$ cat config.mk
export PLATFORM = sky130hd
export DESIGN_NAME = dac_data_unpack
export DESIGN_NICKNAME = d
export VERILOG_FILES = /design/src/rtl/dac_data_unpack.sv
export SDC_FILE = /design/constraint.sdc
export NUM_CORES = 1
export LEC_CHECK = 0
export BUFFER_PORTS_ARGS = -buffer_cell sky130_fd_sc_hd__buf_4
export CELL_PAD_IN_SITES_DETAIL_PLACEMENT = 1
export CELL_PAD_IN_SITES_GLOBAL_PLACEMENT = 1
export CORE_AREA = 4 4 216 218
export CTS_CLUSTER_DIAMETER = 150
export DETAILED_ROUTE_END_ITERATION = 8
export DIE_AREA = 0 0 220 222
export MAX_ROUTING_LAYER = met4
export PLACE_DENSITY = 0.82
export SYNTH_ARGS = -nofsm -noshare
export SYNTH_HDL_FRONTEND = slang
export SYNTH_SLANG_ARGS = --single-unit
$ cat constraint.sdc
create_clock -name ps_clk -period 2.76 [get_ports ps_clk]
set_input_delay 0.276 -clock ps_clk [delete_from_list [all_inputs] [get_ports ps_clk]]
set_output_delay 0.276 -clock ps_clk [all_outputs]
set_load 0.01 [all_outputs]
$ cat src/rtl/dac_data_unpack.sv
`default_nettype none
// ============================================================================
//  dac_data_unpack : regroups 3 x 128-bit beats into 2 x 192-bit frames and
//  fans each frame out to 6 per-DAC lanes of 4 expanded samples.
//  Revision: 1.0
// ============================================================================
module dac_data_unpack #(
    parameter int SAMP_W = 16,
    parameter int CNT_W  = 32
) (
    input  logic                     ps_clk,
    input  logic                     ps_rstb,
    input  logic                     flush,
    input  logic                     s_axis_tvalid,
    output logic                     s_axis_tready,
    input  logic [127:0]             s_axis_tdata,
    input  logic                     s_axis_tlast,
    output logic [5:0]               m_axis_tvalid,
    input  logic [5:0]               m_axis_tready,
    output logic [6*4*SAMP_W-1:0]    m_axis_tdata,
    output logic [CNT_W-1:0]         frame_cnt,
    output logic                     align_err
);

    localparam logic [1:0]       PH0     = 2'd0;
    localparam logic [1:0]       PH1     = 2'd1;
    localparam logic [1:0]       PH2     = 2'd2;
    localparam logic [CNT_W-1:0] CNT_ONE = 1;

    logic [1:0]   phase;
    logic [1:0]   phase_nxt;
    logic [127:0] hold;
    logic [191:0] frame;
    logic         frame_valid;
    logic [5:0]   acc;
    logic         s_hs;
    logic         load;
    logic         done;

    assign s_hs = s_axis_tvalid & s_axis_tready;
    assign load = s_hs & (phase != PH0);
    // A frame retires once every lane has either already accepted or accepts now.
    assign done = frame_valid & (&(acc | m_axis_tready));

    always_ff @(posedge ps_clk or negedge ps_rstb) begin
        if (!ps_rstb) begin
            phase <= PH0;
        end else if (flush) begin
            phase <= PH0;
        end else begin
            phase <= phase_nxt;
        end
    end

    always_comb begin
        phase_nxt = phase;
        if (s_hs) begin
            case (phase)
                PH0:     phase_nxt = s_axis_tlast ? PH0 : PH1;
                PH1:     phase_nxt = s_axis_tlast ? PH0 : PH2;
                default: phase_nxt = PH0;
            endcase
        end
    end

    // Frames only load while no frame is pending, so the lane data never moves under a valid.
    always_comb begin
        s_axis_tready = (phase == PH0) | ~frame_valid;
        m_axis_tvalid = {6{frame_valid}} & ~acc;
    end

    always_ff @(posedge ps_clk or negedge ps_rstb) begin
        if (!ps_rstb) begin
            hold        <= '0;
            frame       <= '0;
            frame_valid <= 1'b0;
            acc         <= '0;
        end else if (flush) begin
            hold        <= '0;
            frame       <= '0;
            frame_valid <= 1'b0;
            acc         <= '0;
        end else begin
            if (s_hs && phase == PH0) begin
                hold <= s_axis_tdata;
            end else if (s_hs && phase == PH1) begin
                hold[63:0] <= s_axis_tdata[127:64];
                frame      <= {s_axis_tdata[63:0], hold};
            end else if (s_hs) begin
                frame      <= {s_axis_tdata, hold[63:0]};
            end

            if (load) begin
                frame_valid <= 1'b1;
            end else if (done) begin
                frame_valid <= 1'b0;
            end

            if (done) begin
                acc <= '0;
            end else if (frame_valid) begin
                acc <= acc | m_axis_tready;
            end
        end
    end

    always_ff @(posedge ps_clk or negedge ps_rstb) begin
        if (!ps_rstb) begin
            frame_cnt <= '0;
            align_err <= 1'b0;
        end else if (flush) begin
            align_err <= 1'b0;
        end else begin
            if (done) begin
                frame_cnt <= frame_cnt + CNT_ONE;
            end
            if (s_hs && s_axis_tlast && phase != PH2) begin
                align_err <= 1'b1;
            end
        end
    end

    for (genvar ch = 0; ch < 6; ch++) begin : g_lane
        for (genvar s = 0; s < 4; s++) begin : g_samp
            if (SAMP_W > 8) begin : g_pad
                assign m_axis_tdata[ch*4*SAMP_W + s*SAMP_W +: SAMP_W] =
                    {frame[(s*6+ch)*8 +: 8], {(SAMP_W-8){1'b0}}};
            end else begin : g_nopad
                assign m_axis_tdata[ch*4*SAMP_W + s*SAMP_W +: SAMP_W] = frame[(s*6+ch)*8 +: 8];
            end
        end
    end

endmodule
`default_nettype wire

==> results.toml, run 1 <==
[timing]
max_slew_margin_pct = 50.2
hold_viol_final = 0
hold_ws_ns = 0.0360
fin_tns_setup_ns = 0
setup_violations = 0
drv_slew = 0
timing_worst_slew_pin_value_ns = 0.747
rsz0062_at_grt = "no"
final.setup_skew_ns = 0.0354
setup_ws_ns = 0.680
fin_crit_ns = 2.08
final_min_period_over_clock_period_pct = 75.3
max_freq_ghz = 0.481

[floorplan]
core_area_um2 = 44900
row_count = 78
io_pins = 563
die_w_um = 220
start_util_pct = 37.0
die_area_um2 = 48800
chipHeight_um = 222

[global_routing]
grtUsageTotal_pct = 23.8
grt_max_degree = 129
grt_pass1_wl_um = 90100
grt_pass1_vias = 14967
grt_overflow = 0
antenna_found_initial = 4

[synth]
syn_inst = 1516
yosys-top-cells-area = "dfrtp_1, buf_4, mux2i_1"
synth_warnings = 0
ys_seq_area_share_pct = 54.5
syn_area_um2 = 16600
synth_top_area_cell = "dfrtp_1"
ys_types = 39
yosys-top-cells-count = "dfrtp_1, nand2_1, buf_4, o21ai_0, a22o_1"
netlist.area_leader.share_pct = 54.5
synth_area_per_cell_um2 = 11.0
synth_seq_cells = 362
synth_edf_count = 0
yosysMostFrequentCell = "dfrtp_1"
synthArstFlopShare_pct = 100
ys.flop_type = "dfrtp_1"

[cells_and_area]
layout.nets = 2117
multi_input_area_um2 = 6430
drive_gt1_share_pct = 23.4
seq_area_um2 = 9060
area_growth_syn_to_layout_pct = 32.4
fin_area_um2 = 22000
nFillCells = 4918
fin_cells = 2612

[drt]
num_vias = 13488
route.detailed.drc = 0
drtIter0Drc = 816
ant_nets = 0
avgViaCountPerCell = 5.16
dr.pass1.iters = 5
detail_route.wl_per_cell_um = 22.3
wl_um = 58300

[setup_path]
start_kind = "flop"
cp.arrival_ns = 2.53
critPathRequiredTime_ns = 3.21
path_max_fanout = 106
cp-end-kind = "flop"
path_class = "flop to flop"

[clock_tree]
clock_path_buffers = 3
h-tree-depth = 2
cts_tree = "built"
cts_buffers = 41
cts.sinks = 362
clk_pin_slew_ns = 0.06
clk_latency_ns = 0.57
post_cts_resized = 0
cts_root_buf = "clkbuf_16"

[power_and_ir_drop]
irDropWorstVdd_mv = 0.466
power_density_nw_per_um2 = 574
p_leak_nw = 11.7

[job]
drv_cap = 0

[run_status]
outcome = "finished clean"

[placed_design]
place.gp.congestion = 0.903
port_buffers = 370
placedInstanceArea_um2 = 19400
placed_cells = 2400
post-place-ws_ns = 0.713
hpwl_um = 35600

[min_path]
hp-class = "input pin to flop"
critical path, cell delays in order, from the launching register on:
cell and delay (ns):
dfrtp_1 0.49, clkinv_1 0.35, a31oi_4 0.32, buf_12 0.39, nand2_1 0.15, o21ai_0 0.14
path summary, 6_finish.rpt:
path,from,cells past startpoint,endpoint,slack (ns)
max,frame_valid,5,frame[166],0.68
min,s_axis_tlast,3,align_err,0.04
max reg2reg,frame_valid,5,frame[166],0.68
min reg2reg,frame[92],2,frame[92],0.48
max in group asynchronous,ps_rstb,3,frame[95],1.52
min in group asynchronous,ps_rstb,2,acc[4],0.30
placed cells by master, fill, tap and decap left out, drive strengths merged:
master,count
ha,1
or4,1
o2bb2ai,1
nor3b,1
clkinv,10
diode,4
xor2,25
a22o,134
nand2,211
and2,1
dlygate4sd3,134
a21oi,3
nor3,11
clkinvlp,2
o311a,1
nand4,11
a31oi,2
mux2i,128
nand4bb,1
and4,9
inv,4
or3b,1
o21ai,191
dfrtp,362
xnor2,6
o22ai,3
or2,3
nand3,5
nor2,17
nor4,10
buf,391
and3,8
clkbuf,62
a21o,1
nand2b,1
a2bb2oi,64
conb,192
state kept, by name (all words and copies together) (netlist names):
register and count:
align_err 1, phase 2, frame 192, hold 128, frame_cnt 32, frame_valid 1
acc 6
power by group:
| group | switching, mW | leakage [nW] | internal (mW) | total, mW |
|---|---|---|---|---|
| Sequential | 0.171 | 4.91 | 5.55 | 5.72 |
| Clock | 2.26 | 0.628 | 3.02 | 5.28 |
| Combinational | 0.921 | 6.14 | 0.693 | 1.61 |
| Total | 3.35 | 11.7 | 9.27 | 12.6 |
routing by layer:
layer / wire, um / up-vias / GRT usage, % / share of wire, %
met3: 3510 / 125 / 5.22 / 6.0
met5: 0 / - / - / 0
li1: - / 5883 / - / -
met4: 1830 / 0 / 7.84 / 3.1
met2: 30200 / 508 / 41.0 / 52
met1: 22700 / 6972 / 27.5 / 39
through the flow:
| step | total power, mW | utilization [%] |
|---|---|---|
| detailed placement | 7.22 | 43.1 |
| CTS | 12.7 | 49.0 |
| finish | 12.6 | 49.0 |
| global route | 13.1 | 49.0 |
| global placement | 7.16 | 43.1 |
| floorplan | 6.68 | - |
cells by family after synthesis:
family,synth area share [%]
compound gates,16.6
xor+xnor,1.63
fa+ha+maj,0.0753
buf+inv,11.5
flops,54.5
mux,7.71
other cells,0.0226
simple gates,7.86
layout make-up:
type                    instances  area share [%]
flip-flops and latches        362            41.2
multi-input cells            1043            29.2
repair buffers                525            20.2
clock buffers                  62            5.49
well taps                     600            3.41
clock inverters                12           0.313
inverters                       4          0.0683
diodes                          4          0.0455
repair_timing:
action,CTS,global route
hold buffers,134,0
buffers inserted,0,0
hold endpoints to repair,193,0
Power figures use the tool's default switching activity.
==> inputs of run 2 (changes only) <==
- CORE_AREA: 4 4 216 218 -> 4 4 218 220
- DIE_AREA: 0 0 220 222 -> 0 0 222 224
- PLACE_DENSITY: 0.82 -> 0.81
- clock period: 2.76 -> 2.18 ns (I/O delays scaled with it)
==> results.toml, run 2 (same netlist as run 1, synthesis figures left out) <==
[global_routing]
grt_overflow = 0
grt_pass1_wl_um = 94200
grtUsageTotal_pct = 24.3
antenna_found_initial = 4
grt_max_degree = 71
grt_pass1_vias = 15439

[setup_path]
path_max_fanout = 7
cp.arrival_ns = 2.57
start_kind = "flop"
path_class = "flop to flop"
r2r_cells = 5
critPathRequiredTime_ns = 2.64
cp-end-kind = "flop"

[cells_and_area]
final_cell_mix = "buf_4, dfrtp_1, nand2_1"
area_growth_syn_to_layout_pct = 35.6
largest_register_ff_count = 192
drive_gt1_share_pct = 24.5
largest-register = "frame"
multi_input_area_um2 = 6430
final_common_cell = "buf_4"
seq_area_um2 = 9060
top_regs = "frame (192), hold (128), frame_cnt (32)"
final_util_pct = 49.7
layout.nets = 2149
nFillCells = 4946

[floorplan]
core_area_um2 = 45300
row_count = 78
io_pins = 563
die_area_um2 = 49700
die_w_um = 222
start_util_pct = 36.7
chipHeight_um = 224

[power_and_ir_drop]
comb_power_share_pct = 12.8
power_density_nw_per_um2 = 742
p_int_mw = 12.3
p_clk_share_pct = 43.8
irDropWorstVdd_mv = 0.531
p_leak_nw = 12.0
p_sw_share_pct = 26.2
net-switching-power_mw = 4.39
sequentialPowerShare_pct = 43.4

[clock_tree]
clk_latency_ns = 0.56
cts_setup_buffers = 0
cts_buffers = 43
cts_tree = "built"
cts_root_buf = "clkbuf_16"
cts.sinks = 362
clock_path_buffers = 3
clk_pin_slew_ns = 0.06
h-tree-depth = 2

[timing]
setup_violations = 0
final_min_period_over_clock_period_pct = 96.7
fin_crit_ns = 2.11
drv_slew = 0
max_freq_ghz = 0.475
rsz0062_at_grt = "yes"
hold_ws_ns = 0.102
final.setup_skew_ns = 0.0267
hold_viol_final = 0

[drt]
wl_um = 60900
ant_nets = 0
avgViaCountPerCell = 5.19
num_vias = 13728
drtIter0Drc = 1029
detail_route.wl_per_cell_um = 23.0
route.detailed.drc = 0
dr.pass1.iters = 5

[job]
drv_cap = 0

[run_status]
outcome = "finished clean"

[placed_design]
hpwl_um = 38100
place.gp.congestion = 0.891
port_buffers = 370

[min_path]
whs_path_depth = 3
hp-class = "input pin to flop"
==> run 2: changes by cell type in the layout (fill, tap and decap cells not counted), sizes merged <==
cell / previous run / this run
buf: 391 / 417
bufinv: 0 / 2
clkbuf: 62 / 68
clkinv: 10 / 7
clkinvlp: 2 / 0
dlygate4sd3: 134 / 138
==> run 2: area by class of cell <==
type                       instances  share of cell area [%]
tap                              600                    3.33
antenna                            4                  0.0444
multi-input combinational       1043                    28.6
clock buffer                      68                    5.82
sequential                       362                    40.2
inverter                           4                  0.0666
timing repair buffer             555                    21.4
clock inverter                     9                   0.522
==> run 2: final timing paths <==
path / start / slack (ns) / end
worst max-delay path: frame_cnt[0] / 0.07 / frame_cnt[16]
worst min-delay path: s_axis_tvalid / 0.10 / align_err
worst max register to register: frame_cnt[0] / 0.07 / frame_cnt[16]
worst min register to register: frame[125] / 0.48 / frame[125]
max in group asynchronous: ps_rstb / 1.19 / hold[11]
min in group asynchronous: ps_rstb / 0.18 / acc[4]
==> run 2: power by group through the flow <==
| stage | registers [mW] | logic [mW] | clock network [mW] |
|---|---|---|---|
| global placement | 7.33 | 1.81 | 0 |
| finish | 7.25 | 2.14 | 7.33 |
| floorplan | 7.34 | 1.12 | 0 |
| CTS | 7.24 | 2.09 | 7.40 |
| global route | 7.29 | 2.30 | 7.79 |
| detailed placement | 7.35 | 1.87 | 0 |
==> run 2: layer usage <==
metal  wire length, um  vias to the layer above  global-route usage (%)  part of all wire, %
li1                  -                     5964                       -                    -
met1             23500                     7089                    28.1                   39
met2             32000                      537                    42.6                   52
met3              3120                      138                    3.89                  5.1
met4              2300                        0                    9.46                  3.8
met5                 0                        -                       -                    0
==> run 2: worst max-delay path: stages, from the launching register on <==
cell and delay [ns]:
dfrtp_1 0.47, ha_1 0.28, and3_1 0.27, nand4_1 0.39
nor3_1 0.41, xor2_1 0.20
==> run 2: through the flow <==
stage	cells	setup TNS [ns]	area [um2]	setup slack, ns	power (mW)
floorplan	1707	0	17300	0.402	8.46
global placement	2426	0	19700	0.259	9.14
detailed placement	2426	0	19700	0.226	9.22
CTS	2641	0	22500	0.119	16.7
global route	2645	-0.102	22500	-0.0557	17.4
finish	2645	0	22500	0.0729	16.7
==> run 2: timing repair <==
item                                   4_1_cts  5_1_grt
gates resized for setup                      0        1
setup endpoints to repair                    0        3
endpoints found under the hold margin      409        0
hold buffers                               138        0
